==> src/rtl/exp_pipe.sv <==
// exp_pipe: fixed-point e^x for the softmax path, x = n*ln2 + r, e^r ~ 1 + r + r^2/2, then shift by n.
// Latency: three register stages; a beat presented in cycle c is on out_* in cycle c+3 (no stall).
// Backpressure: a stage loads when empty or draining; in_ready is combinational from out_ready and stage valids.
module exp_pipe #(
  parameter int W        = 8,
  parameter int FRAC     = 6,
  parameter int OUT_W    = 8,
  parameter int OUT_FRAC = 6,
  parameter int TAG_W    = 4
) (
  input  logic             clk,
  input  logic             rst_n,
  input  logic             in_valid,
  output logic             in_ready,
  input  logic [W-1:0]     in_data,
  input  logic [TAG_W-1:0] in_tag,
  output logic             out_valid,
  input  logic             out_ready,
  output logic [OUT_W-1:0] out_data,
  output logic [TAG_W-1:0] out_tag,
  output logic             out_sat
);

  // Rounded fixed-point constants with FRAC fraction bits (92 and 44 at FRAC=6).
  localparam real SCALE = 2.0 ** FRAC;
  localparam int  LOG2E = $rtoi(1.4426950408889634 * SCALE + 0.5);
  localparam int  LN2   = $rtoi(0.6931471805599453 * SCALE + 0.5);

  // Widths chosen generously so no intermediate can wrap for any W/FRAC.
  localparam int TW = W + 2*FRAC + 3;       // x*LOG2E plus rounding half
  localparam int NW = W + 3;                // integer exponent n
  localparam int RW = W + FRAC + 5;         // residual r
  localparam int PW = 2*RW + 2;             // polynomial p including r^2
  localparam int D  = OUT_FRAC - FRAC;      // output fraction alignment
  localparam int YW = PW + OUT_W + D + 1;   // shifted result before clamp

  logic                    r_v1, r_v2, r_v3;
  logic signed [W-1:0]     r_x1;
  logic signed [NW-1:0]    r_n1, r_n2;
  logic signed [RW-1:0]    r_r2;
  logic [TAG_W-1:0]        r_tag1, r_tag2, r_tag3;
  logic [OUT_W-1:0]        r_dat3;
  logic                    r_sat3;

  logic                    w_rdy1, w_rdy2, w_rdy3;
  logic signed [TW-1:0]    w_t, w_tr;
  logic signed [NW-1:0]    w_n;
  logic signed [RW-1:0]    w_r;
  logic signed [PW-1:0]    w_sq, w_p;
  logic [PW-1:0]           w_pu, w_q;
  logic [YW-1:0]           w_y;
  logic signed [31:0]      w_n32;
  logic                    w_ovf, w_sat;
  logic [OUT_W-1:0]        w_dat;

  // Ready ripples back from the consumer; a stage may load if empty or if it drains this cycle.
  assign w_rdy3   = !r_v3 || out_ready;
  assign w_rdy2   = !r_v2 || w_rdy3;
  assign w_rdy1   = !r_v1 || w_rdy2;
  assign in_ready = w_rdy1;

  // Stage 1 datapath: n = round-half-up(x*log2(e)) via floor((t + half) >> 2FRAC).
  always_comb begin
    w_t  = TW'($signed(in_data)) * TW'(LOG2E);
    w_tr = w_t + (TW'(1) <<< (2*FRAC - 1));
    w_n  = NW'(w_tr >>> (2*FRAC));
  end

  // Stage 1 registers: capture x, n and tag when a valid beat is accepted.
  always_ff @(posedge clk) begin
    if (!rst_n) begin
      r_v1   <= 1'b0;
      r_x1   <= '0;
      r_n1   <= '0;
      r_tag1 <= '0;
    end else if (w_rdy1) begin
      r_v1 <= in_valid;
      if (in_valid) begin
        r_x1   <= $signed(in_data);
        r_n1   <= w_n;
        r_tag1 <= in_tag;
      end
    end
  end

  // Stage 2 datapath: residual r = x - n*ln2, exact in RW bits.
  always_comb begin
    w_r = RW'(r_x1) - RW'(r_n1) * RW'(LN2);
  end

  // Stage 2 registers: carry r, n and tag forward.
  always_ff @(posedge clk) begin
    if (!rst_n) begin
      r_v2   <= 1'b0;
      r_r2   <= '0;
      r_n2   <= '0;
      r_tag2 <= '0;
    end else if (w_rdy2) begin
      r_v2 <= r_v1;
      if (r_v1) begin
        r_r2   <= w_r;
        r_n2   <= r_n1;
        r_tag2 <= r_tag1;
      end
    end
  end

  // Stage 3 datapath: polynomial, shift by n (right shift truncates first), align, clamp.
  always_comb begin
    w_sq  = PW'(r_r2) * PW'(r_r2);
    w_p   = (PW'(1) <<< FRAC) + PW'(r_r2) + (w_sq >>> (FRAC + 1));
    w_pu  = w_p[PW-1] ? '0 : w_p;
    w_n32 = 32'(r_n2);
    w_ovf = 1'b0;
    w_q   = '0;
    w_y   = '0;
    if (w_n32 >= 0) begin
      // Any nonzero p shifted to or past OUT_W bits cannot fit, so flag it without building the wide value.
      if (w_n32 + D >= OUT_W) w_ovf = (w_pu != '0);
      else                    w_y   = YW'(w_pu) << (w_n32 + D);
    end else begin
      if (-w_n32 < PW) w_q = w_pu >> (-w_n32);
      w_y = YW'(w_q) << D;
    end
    w_sat = w_ovf || ((w_y >> OUT_W) != '0);
    w_dat = w_sat ? '1 : OUT_W'(w_y);
  end

  // Stage 3 registers: the output holding register; frozen while the consumer stalls.
  always_ff @(posedge clk) begin
    if (!rst_n) begin
      r_v3   <= 1'b0;
      r_dat3 <= '0;
      r_sat3 <= 1'b0;
      r_tag3 <= '0;
    end else if (w_rdy3) begin
      r_v3 <= r_v2;
      if (r_v2) begin
        r_dat3 <= w_dat;
        r_sat3 <= w_sat;
        r_tag3 <= r_tag2;
      end
    end
  end

  assign out_valid = r_v3;
  assign out_data  = r_dat3;
  assign out_tag   = r_tag3;
  assign out_sat   = r_sat3;

endmodule
==> config.mk <==
export PLATFORM = sky130hd
export DESIGN_NAME = exp_pipe
export DESIGN_NICKNAME = d
export VERILOG_FILES = /design/src/rtl/exp_pipe.sv
export SDC_FILE = /design/constraint.sdc
export NUM_CORES = 1
export LEC_CHECK = 0
export CAP_MARGIN = 5
export CELL_PAD_IN_SITES_DETAIL_PLACEMENT = 1
export CELL_PAD_IN_SITES_GLOBAL_PLACEMENT = 1
export CORE_UTILIZATION = 51
export CTS_CLUSTER_DIAMETER = 30
export DETAILED_ROUTE_END_ITERATION = 10
export MAX_ROUTING_LAYER = met4
export PLACE_DENSITY = 0.92
export RECOVER_POWER = 100
export SLEW_MARGIN = 20
export SYNTH_ARGS = -nofsm -noshare
export SYNTH_HDL_FRONTEND = slang
export SYNTH_SLANG_ARGS = --single-unit
==> constraint.sdc <==
create_clock -name clk -period 12.4 [get_ports clk]
set_clock_uncertainty 0.05 [all_clocks]
set_input_delay 2.48 -clock clk [delete_from_list [all_inputs] [get_ports clk]]
set_output_delay 2.48 -clock clk [all_outputs]
set_load 0.05 [all_outputs]
* Yosys cells after proc, flatten, opt, wreduce, memory -nomap -nowiden
Cells that the tools add are included.
Word-level totals: register bits 61, latch bits 0, RAM bits 0, ROM bits 0, output and inout bits 15, word-level logic and storage cells 44, memories kept 0
Operators by class: $add $sub $neg 5, $mul 3, div/mod/pow operators 0, $lt $le $gt $ge 3, eq/ne operators 0, shifts and indexed selects 2, multiplexer cells 7, bitwise logic cells 0, reduce and logical (&&, ||, !) cells 12
Operators with widths (count):
- $mux W49 | 2
- $reduce_bool A49 Y1 | 1
- $shl A39 B32 Y49 | 1
- $mux W40 | 1
- $reduce_bool A40 Y1 | 1
- $shr A39 B32 Y40 | 1
- $mux W39 | 1
- $mul A19 B19 Y38 | 1
- $add A20 B31 Y32 | 1
- $lt A32 B7 Y1 const B | 1
- $neg A5 Y32 | 1
- $add A8 B19 Y20 const A | 1
- $add A16 B13 Y17 const B | 1
- $mul A8 B6 Y14 const B | 1
- $sub A8 B12 Y13 | 1
- $mul A5 B5 Y10 const B | 1
- $mux W8 | 1
- $reduce_and A2 Y1 | 3
- $ge A5 B1 Y1 const B | 1
- $ge A5 B5 Y1 const B | 1
- $logic_or A1 B1 Y1 | 4
- $logic_not A1 Y1 | 3
- $mux W1 | 2

* Longest topological paths before layout
depth in word-level cells 9, depth in mapped cells 45, mapped depth without buffers 41

* Worst setup path after synthesis
OpenSTA, ideal clock, no wires.
kind register -> register, from register r_r2[17], to register r_dat3[0] (netlist: out_data[0]), library setup time 0.145 ns, data arrival time 11.183 ns, data required time 12.205 ns, path slack 1.022 ns, stages on the path, launching flop included 41, path buffers 2, period minus slack after synthesis 11.378 ns, path through dfxtp_1 -> clkbuf_1 -> clkinv_1 -> nor2_1 -> inv_1 -> fa_1 -> fa_1 -> fa_1 -> inv_1 -> fa_1 -> fa_1 -> fa_1 -> fa_1 -> ha_1 -> a21o_1 -> a21o_1 -> a21o_1 -> a21oi_1 -> [... 5 more ...] -> o21a_1 -> nor3_1 -> nor2_1 -> ha_1 -> ha_1 -> buf_2 -> nand4_1 -> nor3_1 -> nand2_1 -> a211oi_1 -> o31a_1 -> o32ai_1 -> nor3_2 -> nor3_1 -> o31ai_1 -> o211ai_1 -> o41ai_4 -> a31oi_1
On the way: longest elaborated chain between the ends 9, elaborated cells between the ends (all ways) 15
Ends and longest elaborated chain:
- start: declaration | line 40 | logic signed [RW-1:0] r_r2;
- start signal: assignment | line 101 | r_r2 <= w_r;
- $mul A19 B19 Y38 / $add A8 B19 Y20 (equally long branches) | line 110, 111
- $add A20 B31 Y32 (*) | line 111 | w_p = (PW'(1) <<< FRAC) + PW'(r_r2) + (w_sq >>> (FRAC + 1));
- $mux W39 (*) | line 112 | w_pu = w_p[PW-1] ? '0 : w_p;
- $shr A39 B32 Y40 / $shl A39 B32 Y49 (equally long branches) | line 122, 120
- $mux W40 / $mux W49 (equally long branches) | line 122, 119
- $mux W49 | line 117 | if (w_n32 >= 0) begin
- $reduce_bool A49 Y1 | line 125 | w_sat = w_ovf || ((w_y >> OUT_W) != '0);
- $logic_or A1 B1 Y1 | line 125
- $mux W8 (*) | line 126 | w_dat = w_sat ? '1 : OUT_W'(w_y);
- end signal: assignment | line 139 | r_dat3 <= w_dat;
- end: declaration | line 42 | logic [OUT_W-1:0] r_dat3;
Mark *: on every way between the ends. The rest lies on a longest branch, timed or not. A chain may end at the register's enable or synchronous reset.

* Worst setup path in the final report
from register r_r2[8], to register r_dat3[7] (netlist: out_data[7])
The elaborated chain is that of the path after synthesis.

==> run_results.csv <==
group,metric,value,unit
status,status,"complete, but fails checks",
status,failing_checks,"capacitance limit, slew limit",
logic_synthesis,edff_count_synth,0,
critical_path,launch_point_of_the_worst_reg_to_reg_path,"r_r2[8]",
detailed_routing,number_of_nets_with_antenna_violations_after_routing,0,
logic_synthesis,synth_adder_area_share,44.2,%
timing,final_hold_viol_count,0,
detailed_routing,routed-via-count,16800,
hold_path,min-delay-start,"r_x1[2]",
logic_synthesis,post-synth-top-count-cell,"sky130_fd_sc_hd__inv_1",
die,die_height,191,µm
clocking,cts-root-to-sink-buffers,2,
critical_path,timing_worst_setup_path_type,"flip-flop to flip-flop",
clocking,post_cts_clock_slew_at_the_launch_and_capture_registers_of_the_worst_setup_and_hold_paths,0.08,ns
die,row_count,68,
timing,setup_tns,0,ns
die,floorplan.core_area,0.0349,mm²
clocking,cts_made_buffers,5,
cells_and_area,fillerInstances,4273,
detailed_routing,avgViaCountPerCell,6.37,
logic_synthesis,synthTopCellsByArea,"sky130_fd_sc_hd__fa_1 (28%), sky130_fd_sc_hd__ha_1 (16%), sky130_fd_sc_hd__inv_1 (6.9%)",
die,die-area,0.0366,mm²
critical_path,critical-path-max-stage-delay,0.90,ns
logic_synthesis,post_synth_inst_count,2206,
logic_synthesis,yosys.area_share.simple,16.7,%
grt,vias_in_the_first_global_route,18600,
cells_and_area,areaGrowthSynthToFinish,5.65,%
critical_path,data_required_time_of_the_worst_path,12.54,ns
critical_path,timing.critical_path.to_type,"flip-flop",
die,design.portCount,31,
logic_synthesis,synth_top_area_share,28.2,%
job,timing.max_cap.violations,1,
placement,dpl-instance-area,0.0191,mm²
logic_synthesis,synthArstFlopShare,0,%
logic_synthesis,muxShareOfSynthArea,2.08,%
placement,gp_congestion,0.994,
detailed_routing,drc,0,
critical_path,cp_common_cell,"sky130_fd_sc_hd__fa_1",
placement,post-dp-hpwl,52400,µm
timing,final_period_minus_worst_setup_slack,11.93,ns
logic_synthesis,synth.top_cells.by_count,"sky130_fd_sc_hd__inv_1 (336), sky130_fd_sc_hd__fa_1 (258), sky130_fd_sc_hd__ha_1 (233)",
timing,final_worst_path_cycle_share,96.2,%
grt,first_pass_grt_wire_length,101000,µm
clocking,holdBufCountCts,0,
logic_synthesis,syn_avg_cell_area,8.29,µm²
logic_synthesis,synthesis.yosys.warnings,0,
critical_path,arrival_time_worst_endpoint,12.07,ns
timing,relSlewSlack,-9.42,%
logic_synthesis,synth_area,0.0183,mm²
detailed_routing,route.detailed.wl_per_inst,23.9,µm
timing,worst_pin_slew,1.64,ns
logic_synthesis,synth_top_flop_cell,"sky130_fd_sc_hd__dfxtp_1",
cells_and_area,antenna_cells,0,
grt,grt_start_max_net_pins,76,
clocking,tritoncts_clock_tree,"built",
logic_synthesis,synth_fp_nets,2713,
critical_path,critical_path.startpoint,"r_r2[8]",
cells_and_area,design_area,0.0193,mm²
critical_path,crit_fanout,16,
die,floorplan.die.width,191,µm
clocking,clock_tree.htree_level_count,2,
placement,buffer_ports.inserted,30,
critical_path,worstSetupStartpointType,"flip-flop",
logic_synthesis,synth_seq_cells,55,
logic_synthesis,post-synth-top-area-cell,"sky130_fd_sc_hd__fa_1",
cells_and_area,share_of_layout_cells_above_drive_strength_1,4.53,%
logic_synthesis,synth_area_in_compound_gates,18.0,%
timing,maxSlewViolCount,47,
critical_path,worst_path_max_delay_cell,"sky130_fd_sc_hd__dfxtp_1",
cells_and_area,final_net_count,2693,
timing,grt_setup_unrepaired,"no",
grt,total_track_usage,36.4,%
die,initial_utilization,52.4,%
timing,fmax,83.8,MHz
detailed_routing,drt_iter0_markers,1276,
timing,report.final.setup_viol,0,
grt,number_of_antenna_violations_at_the_first_check_in_global_routing,0,
clocking,cts.root.buffer_cell,"sky130_fd_sc_hd__clkbuf_16",
logic_synthesis,synth_sequential_area_ratio,6.02,%
grt,grt_remaining_overflow,0,
logic_synthesis,synth_cell_type_count,89,
clocking,clk-insertion-delay-late,0.33,ns
hold_path,worst_hold_path_type,"flip-flop to flip-flop",
logic_synthesis,main_combinational_cell_family_by_area_after_synthesis,"adder cells",
logic_synthesis,synthXorXnorAreaFrac,3.88,%
detailed_routing,detailedRoute.firstPassIterationCount,5,
detailed_routing,finalWirelength,63100,µm
clocking,cts.sinks,55,
## metrics by stage
step / worst slack (ns) / util (%) / hold slack, ns / cells
after detailed placement: 0.165 / 54.7 / 0.404 / 2632
after CTS: 0.133 / 55.1 / 0.413 / 2640
after global routing: 0.00665 / 55.4 / 0.439 / 2642
final: 0.473 / 55.4 / 0.414 / 2642
after global placement: 0.734 / 54.7 / 0.393 / 2632
after floorplan: 1.02 / - / 0.382 / 2206
## flip-flops by register name, indices dropped and copies added (netlist names)
signal / flops
r_r2: 13
r_tag1: 4
out_sat: 1
r_v1: 1
out_valid: 1
r_tag2: 4
out_tag: 4
r_n1: 5
r_x1: 8
out_data: 8
r_n2: 5
r_v2: 1
## area by class of cell
cell class	instances	area [µm²]	share of cell area (%)
tap	455	569	2.95
inverter	340	1280	6.61
clock inverter	2	18.8	0.0972
timing repair buffer	69	597	3.09
sequential	55	1100	5.72
multi-input combinational	1715	15600	80.8
clock buffer	6	139	0.719
## final timing paths
check	slack, ns	cells past startpoint	end
worst max register to register	0.47	37	out_data[7]
worst min-delay path	0.41	2	r_x1[2]
worst min register to register	0.41	2	r_x1[2]
worst max-delay path	0.47	37	out_data[7]
## metal layers
layer	routed length [µm]	vias to the layer above	global-route usage, %
met1	24600	8493	41.6
met4	3160	0	16.6
li1	-	7485	-
met5	0	-	-
met2	32100	617	63.8
met3	3280	224	4.06
## what timing repair did
item,4_1_cts,5_1_grt
buffers inserted,0,2
resized for setup,0,18
endpoints found under the setup margin,0,9
## kinds of logic after synthesis
logic type,Yosys count
and+or+nand+nor,633
adders and majority gates,491
AOI/OAI and AO/OA,478
buffers and inverters,436
xor gates and xnor gates,81
DFF,55
muxes,31
other,1
## worst max-delay path: cells and delay by family, from the launching register on
family / cells / cell delay (ns)
multiplexers: 1 / 0.30
buffers and inverters: 4 / 0.27
flip-flops: 1 / 0.90
AND/OR/NAND/NOR: 4 / 1.55
AO/OA/AOI/OAI: 18 / 4.49
adder cells (fa/ha/maj): 10 / 4.24
## placed cells by master, fill, tap and decap left out, drive strengths merged, types with 8 or more instances in the layout
master           n
or3             12
a211o           16
a31oi           28
inv            338
or2             11
nand4           23
o21ai           75
o2111ai          9
o211ai          22
nand2b          18
mux2i           20
dlygate4sd3     17
a2111oi         17
a211oi          37
a21oi          120
ha             233
a21boi           9
o31a             8
buf             39
xor2            30
o21a            17
nor3            66
xnor2           51
o21bai          10
nor2b           16
o31ai           11
nand3           38
a21o            33
nand2          215
nor2           123
and3            13
fa             258
and2            45
and4            10
dfxtp           55
nor4            22
clkdlybuf4s50   13
Power is left out: the tool's default activity adds up to more than one toggle a clock period on the data nets, which glitch-free logic cannot reach.
